[src/rtl/pwm_dimmer.sv]
// -----------------------------------------------------------------------------
// pwm_dimmer
//
// Multi-channel LED dimmer. A push button steps the brightness level of the
// channel addressed by sel up or down. Each channel is driven as PWM from one
// free-running counter shared by all channels.
//
// Timing structure:
//   prescaler (DIV_BITS) -> tick -> PWM counter cnt (PWM_BITS)
//   One PWM period lasts 2**(DIV_BITS+PWM_BITS) clk cycles.
//
// Level handling:
//   pending[i] : level being edited by button steps (visible on level_o)
//   active[i]  : level driving pwm_out[i]; copied from pending[i] only at the
//                end of a PWM period, so a period is never cut short or
//                stretched by an edit.
//   Levels run 0..2**PWM_BITS; level L gives a duty cycle of L/2**PWM_BITS.
//
// Ports:
//   clk      in   1            system clock, rising edge
//   rst      in   1            asynchronous reset, active low
//   r        in   1            raw button level, asynchronous to clk
//   up       in   1            step direction: 1 = increment, 0 = decrement
//   sel      in   SEL_W        channel addressed by the next step
//   pwm_out  out  CHANNELS     registered PWM outputs, bit i = channel i
//   level_o  out  PWM_BITS+1   pending level of channel sel (0 if sel invalid)
//   tick     out  1            prescaler enable, one cycle every 2**DIV_BITS
//
// Build option:
//   DIMMER_WRAP_EN  undefined: levels saturate at 0 and 2**PWM_BITS
//                   defined:   levels wrap (MAX + 1 -> 0, 0 - 1 -> MAX)
// -----------------------------------------------------------------------------
module pwm_dimmer #(
    parameter int CHANNELS = 3,
    parameter int PWM_BITS = 4,
    parameter int DIV_BITS = 8,
    parameter int SEL_W    = $clog2(CHANNELS)
) (
    input  logic                clk,
    input  logic                rst,
    input  logic                r,
    input  logic                up,
    input  logic [SEL_W-1:0]    sel,
    output logic [CHANNELS-1:0] pwm_out,
    output logic [PWM_BITS:0]   level_o,
    output logic                tick
);

    localparam int LVL_W = PWM_BITS + 1;
    localparam logic [LVL_W-1:0]    LVL_MAX = LVL_W'(2 ** PWM_BITS);
    localparam logic [LVL_W-1:0]    LVL_ONE = LVL_W'(1);
    localparam logic [DIV_BITS-1:0] DIV_ONE = DIV_BITS'(1);
    localparam logic [PWM_BITS-1:0] CNT_ONE = PWM_BITS'(1);

    // ------------------------------------------------------------------
    // State
    // ------------------------------------------------------------------
    logic [DIV_BITS-1:0] presc;
    logic [PWM_BITS-1:0] cnt;
    logic                s1;
    logic                s2;
    logic                s3;
    logic [LVL_W-1:0]    pending     [CHANNELS];
    logic [LVL_W-1:0]    active      [CHANNELS];

    // ------------------------------------------------------------------
    // Combinational helpers
    // ------------------------------------------------------------------
    logic                step;
    logic                boundary;
    logic [LVL_W-1:0]    pending_nxt [CHANNELS];
    logic [CHANNELS-1:0] pwm_nxt;

    // One level step in the selected direction, with the configured
    // out-of-range behaviour at either end of 0..LVL_MAX.
    function automatic logic [LVL_W-1:0] step_level(
        input logic [LVL_W-1:0] cur,
        input logic             inc
    );
        logic [LVL_W-1:0] res;
`ifdef DIMMER_WRAP_EN
        if (inc) begin
            res = (cur == LVL_MAX) ? '0 : cur + LVL_ONE;
        end else begin
            res = (cur == '0) ? LVL_MAX : cur - LVL_ONE;
        end
`else
        if (inc) begin
            res = (cur == LVL_MAX) ? cur : cur + LVL_ONE;
        end else begin
            res = (cur == '0) ? cur : cur - LVL_ONE;
        end
`endif
        return res;
    endfunction

    // ------------------------------------------------------------------
    // Prescaler and shared PWM counter
    // ------------------------------------------------------------------
    assign tick     = &presc;
    // Last tick of the last count value: the edge that starts a new period.
    assign boundary = tick && (&cnt);

    always_ff @(posedge clk or negedge rst) begin
        if (!rst) begin
            presc <= '0;
            cnt   <= '0;
        end else begin
            presc <= presc + DIV_ONE;
            if (tick) begin
                cnt <= cnt + CNT_ONE;
            end
        end
    end

    // ------------------------------------------------------------------
    // Button synchroniser and rising-edge detector
    // ------------------------------------------------------------------
    // s1/s2 form the two-flop synchroniser; s3 is the previous synchronised
    // value, so step is a single-cycle pulse per press no matter how long
    // the button is held.
    assign step = s2 & ~s3;

    always_ff @(posedge clk or negedge rst) begin
        if (!rst) begin
            s1 <= 1'b0;
            s2 <= 1'b0;
            s3 <= 1'b0;
        end else begin
            s1 <= r;
            s2 <= s1;
            s3 <= s2;
        end
    end

    // ------------------------------------------------------------------
    // Pending level update
    // ------------------------------------------------------------------
    // A sel value with no matching channel matches no loop index, so the
    // step is dropped without any explicit range check.
    always_comb begin
        for (int unsigned i = 0; i < CHANNELS; i++) begin
            pending_nxt[i] = pending[i];
            if (step && (sel == SEL_W'(i))) begin
                pending_nxt[i] = step_level(pending[i], up);
            end
        end
    end

    // ------------------------------------------------------------------
    // Level registers
    // ------------------------------------------------------------------
    // active samples the pending value held before the boundary edge; a
    // step landing on that same edge only reaches pending and is picked up
    // one period later.
    always_ff @(posedge clk or negedge rst) begin
        if (!rst) begin
            for (int unsigned i = 0; i < CHANNELS; i++) begin
                pending[i] <= '0;
                active[i]  <= '0;
            end
        end else begin
            for (int unsigned i = 0; i < CHANNELS; i++) begin
                pending[i] <= pending_nxt[i];
                if (boundary) begin
                    active[i] <= pending[i];
                end
            end
        end
    end

    // ------------------------------------------------------------------
    // PWM compare and output register
    // ------------------------------------------------------------------
    // cnt is zero-extended so level MAX compares above every count value
    // (constant high) and level 0 compares below all of them (constant low).
    always_comb begin
        pwm_nxt = '0;
        for (int unsigned i = 0; i < CHANNELS; i++) begin
            pwm_nxt[i] = ({1'b0, cnt} < active[i]);
        end
    end

    always_ff @(posedge clk or negedge rst) begin
        if (!rst) begin
            pwm_out <= '0;
        end else begin
            pwm_out <= pwm_nxt;
        end
    end

    // ------------------------------------------------------------------
    // Level readback
    // ------------------------------------------------------------------
    always_comb begin
        level_o = '0;
        for (int unsigned i = 0; i < CHANNELS; i++) begin
            if (sel == SEL_W'(i)) begin
                level_o = pending[i];
            end
        end
    end

endmodule

[config.mk]
export PLATFORM = sky130hd
export DESIGN_NAME = pwm_dimmer
export DESIGN_NICKNAME = d
export VERILOG_FILES = /design/src/rtl/pwm_dimmer.sv
export SDC_FILE = /design/constraint.sdc
export NUM_CORES = 1
export LEC_CHECK = 0
export BUFFER_PORTS_ARGS = -buffer_cell sky130_fd_sc_hd__buf_2
export CAP_MARGIN = 15
export CORE_UTILIZATION = 45
export CTS_BUF_LIST = sky130_fd_sc_hd__clkbuf_16
export CTS_CLUSTER_SIZE = 28
export DETAILED_ROUTE_END_ITERATION = 7
export PLACE_DENSITY_LB_ADDON = 0.08
export RECOVER_POWER = 100
export SYNTH_ARGS = -nofsm -noshare
export SYNTH_HDL_FRONTEND = slang
export SYNTH_SLANG_ARGS = --single-unit
[constraint.sdc]
create_clock -name clk -period 2.7 [get_ports clk]
set_input_delay 0.54 -clock clk [delete_from_list [all_inputs] [get_ports clk]]
set_output_delay 0.54 -clock clk [all_outputs]
set_load 0.02 [all_outputs]
==> flow_summary.toml <==
[run_status]
status = "complete, no violations"

[grt]
grt_pass1_vias = 1724
antenna_found_initial = 0
overflow = 0
grt_first_pass_wirelength_mm = 8.54
grt_max_degree = 26
grt_usage_pct = 18.3

[worst_setup_path]
crit_required_ps = 2860
cp-end-kind = "flip-flop"
crit_type = "input port to flip-flop"
cp.arrival_ps = 2400
crit_path_start_kind = "input port"
crit_fanout = 9

[sta]
setup_viol = 0
fin_worst_hold_slack_ps = 355
tightest_slew_ps = 1320
slew_viol_final = 0
finalCritPeriodShare_pct = 82.8
fin_skew_ps = 4.97
hold_viol_final = 0
postLayoutSetupSlackWorst_ps = 463
relSlewSlack_pct = 12.3
fin_tns_setup_ps = 0
rsz0062_at_grt = "no"
period_needed_ps = 2240
fmax_mhz = 447

[final_layout]
fin_nets = 283
syn2layout_area_growth_pct = 10.1
stdcell_count = 326
diodes = 0
final_area_um2 = 2870
fillCellCount = 521
drive_gt1_share_pct = 12.2

[cts]
clock_path_buffers = 2
cts_tree = "yes"
cts_buffers = 5
cts_resized = 0
hold_buffers = 0
clock_sinks = 48
cts.htree.levels = 2
clk_pin_slew_ps = 60
clock_latency_ps = 280
post_cts_buffers = 0
root_buffer = "clkbuf_16"

[floorplan]
die_y_um = 78.1
ios = 15
start_util_pct = 47.0
die_area_um2 = 6090
std_cell_rows = 27
die_w_um = 78.1
core_um2 = 5540

[routing]
wl_per_cell_um = 14.5
drt-total-wl_mm = 4.71
drt_iter0_markers = 52
first_pass_iters = 4
vias = 1695
ant_nets = 0
viasPerCell = 5.20
drc = 0

[min_path]
hp-class = "flip-flop to flip-flop"

[synthesis]
synthCells = 232
ys_seq_area_share_pct = 46.2
syn-cell-area_um2 = 2600
synth_ff_type = "dfrtp_1"
synth_seq_cells = 48
synth_warnings = 0
async_reset_ff_share_pct = 100
synth_enable_flop_cells = 0
ys_types = 38
avgSynthCellArea_um2 = 11.2
syn-num-nets = 261

[power]
p_sw_uw = 749
max-vdd-ir-drop_v = 0.000398
p_clk_share_pct = 26.7
seqPwrFrac_pct = 45.4
p_comb_share_pct = 27.8
switching_share_pct = 33.9
internal_power_uw = 1460
powerDensity_nw_per_um2 = 770
p_leak_uw = 0.00140

[place]
place_area_um2 = 2790
place_ws_ps = 310
placed_cells = 319
dp_hpwl_mm = 3.47
io_buffers = 14
place_congestion = 0.790

[run]
maxCapViolCount = 0
-- sequential cells by signal, indices dropped and copies added, names as in the netlist --
signal and flops:
active 15, cnt 4, s1 1, pwm_out 3, presc 8, pending 15
s2 1, s3 1
-- worst max-delay path: stages --
cell,delay [ps]
buf_2,170
or4b_1,560
a31oi_1,530
nor2b_1,90
or4_1,500
-- worst paths after layout --
check,from,to,cells after the start,slack [ps]
max in group asynchronous,rst,pending[11],2,900
min in group asynchronous,rst,pending[0],1,530
min,s1,s2,0,350
max,sel[0],pending[14],5,460
min reg2reg,s1,s2,0,350
max reg2reg,s3,pending[14],4,570
-- logic make-up (layout without fill, tap and decap cells) --
kind of cell | count (synthesis) | in the layout | share of synthesized area, %
XOR/XNOR | 19 | 19 | 6.39
AND/OR/NAND/NOR | 67 | 67 | 13.8
buffers and inverters | 19 | 41 | 3.22
flip-flops | 48 | 48 | 46.2
multiplexers | 24 | 24 | 10.0
AO/OA/AOI/OAI | 32 | 32 | 8.41
adder cells (fa/ha/maj) | 23 | 23 | 11.9
-- synth_stat cells (2+ instances only) --
cell        n  area share (%)
a21o_1      7             2.0
nand2b_1    7             1.7
dfrtp_1    48              46
nor3_1      2            0.38
nor2b_1     2            0.48
nor2_1     12             1.7
nand2_1    17             2.5
inv_1      15             2.2
a21oi_1    10             1.9
nand4bb_1   2            0.87
nand4_1     3            0.72
xor2_1      7             2.4
xnor2_1    12             4.0
or3_1       3            0.72
a211oi_1    3            0.87
nand3_1     6             1.2
nor4_1      3            0.72
o21ai_0     6             1.2
and3_1      5             1.2
ha_1       20             9.6
fa_1        3             2.3
mux2i_1     7             2.7
mux2_2     17             7.4
-- power by group through the flow --
stage / sequential, uW / clock (uW) / combinational [uW]
5_1_grt: 1030 / 640 / 713
3_5_place_dp: 1020 / 0 / 634
4_1_cts: 1000 / 607 / 638
6_report: 1000 / 590 / 614
2_1_floorplan: 943 / 0 / 513
3_3_place_gp: 1020 / 0 / 625
-- metrics by stage --
step,power [uW],utilization (%)
after global routing,2380,51.7
final,2210,51.7
after global placement,1640,50.3
after detailed placement,1650,50.3
after CTS,2250,52.8
after floorplan,1460,-
-- cell usage in the layout, fill, tap and decap left out, types with 10 or more instances in the layout --
| master | synthesis | final |
|---|---|---|
| nor2_1 | 12 | 12 |
| nand2_1 | 17 | 17 |
| dfrtp_1 | 48 | 48 |
| ha_1 | 20 | 20 |
| inv_1 | 15 | 15 |
| xnor2_1 | 12 | 12 |
| mux2_2 | 17 | 17 |
| clkbuf_1 | 1 | 13 |
| a21oi_1 | 10 | 10 |
-- layer usage --
layer	GRT usage, %	share of wire (%)	vias up
met3	4.19	2.6	7
li1	-	-	858
met4	5.56	1.3	0
met2	29.3	46	15
met1	24.6	50	815
met5	0	0	-
-- area by class of cell --
cell class                      count  area, um^2  area share, %
Clock buffer                        5         125           4.37
Clock inverter                      2        12.5          0.437
Inverter                           15        56.3           1.97
Multi-Input combinational cell    165        1300           45.3
Sequential cell                    48        1200           41.9
Tap cell                           72        90.1           3.14
Timing Repair Buffer               19        81.3           2.84
Note: power is estimated with default switching activity, not from simulation.
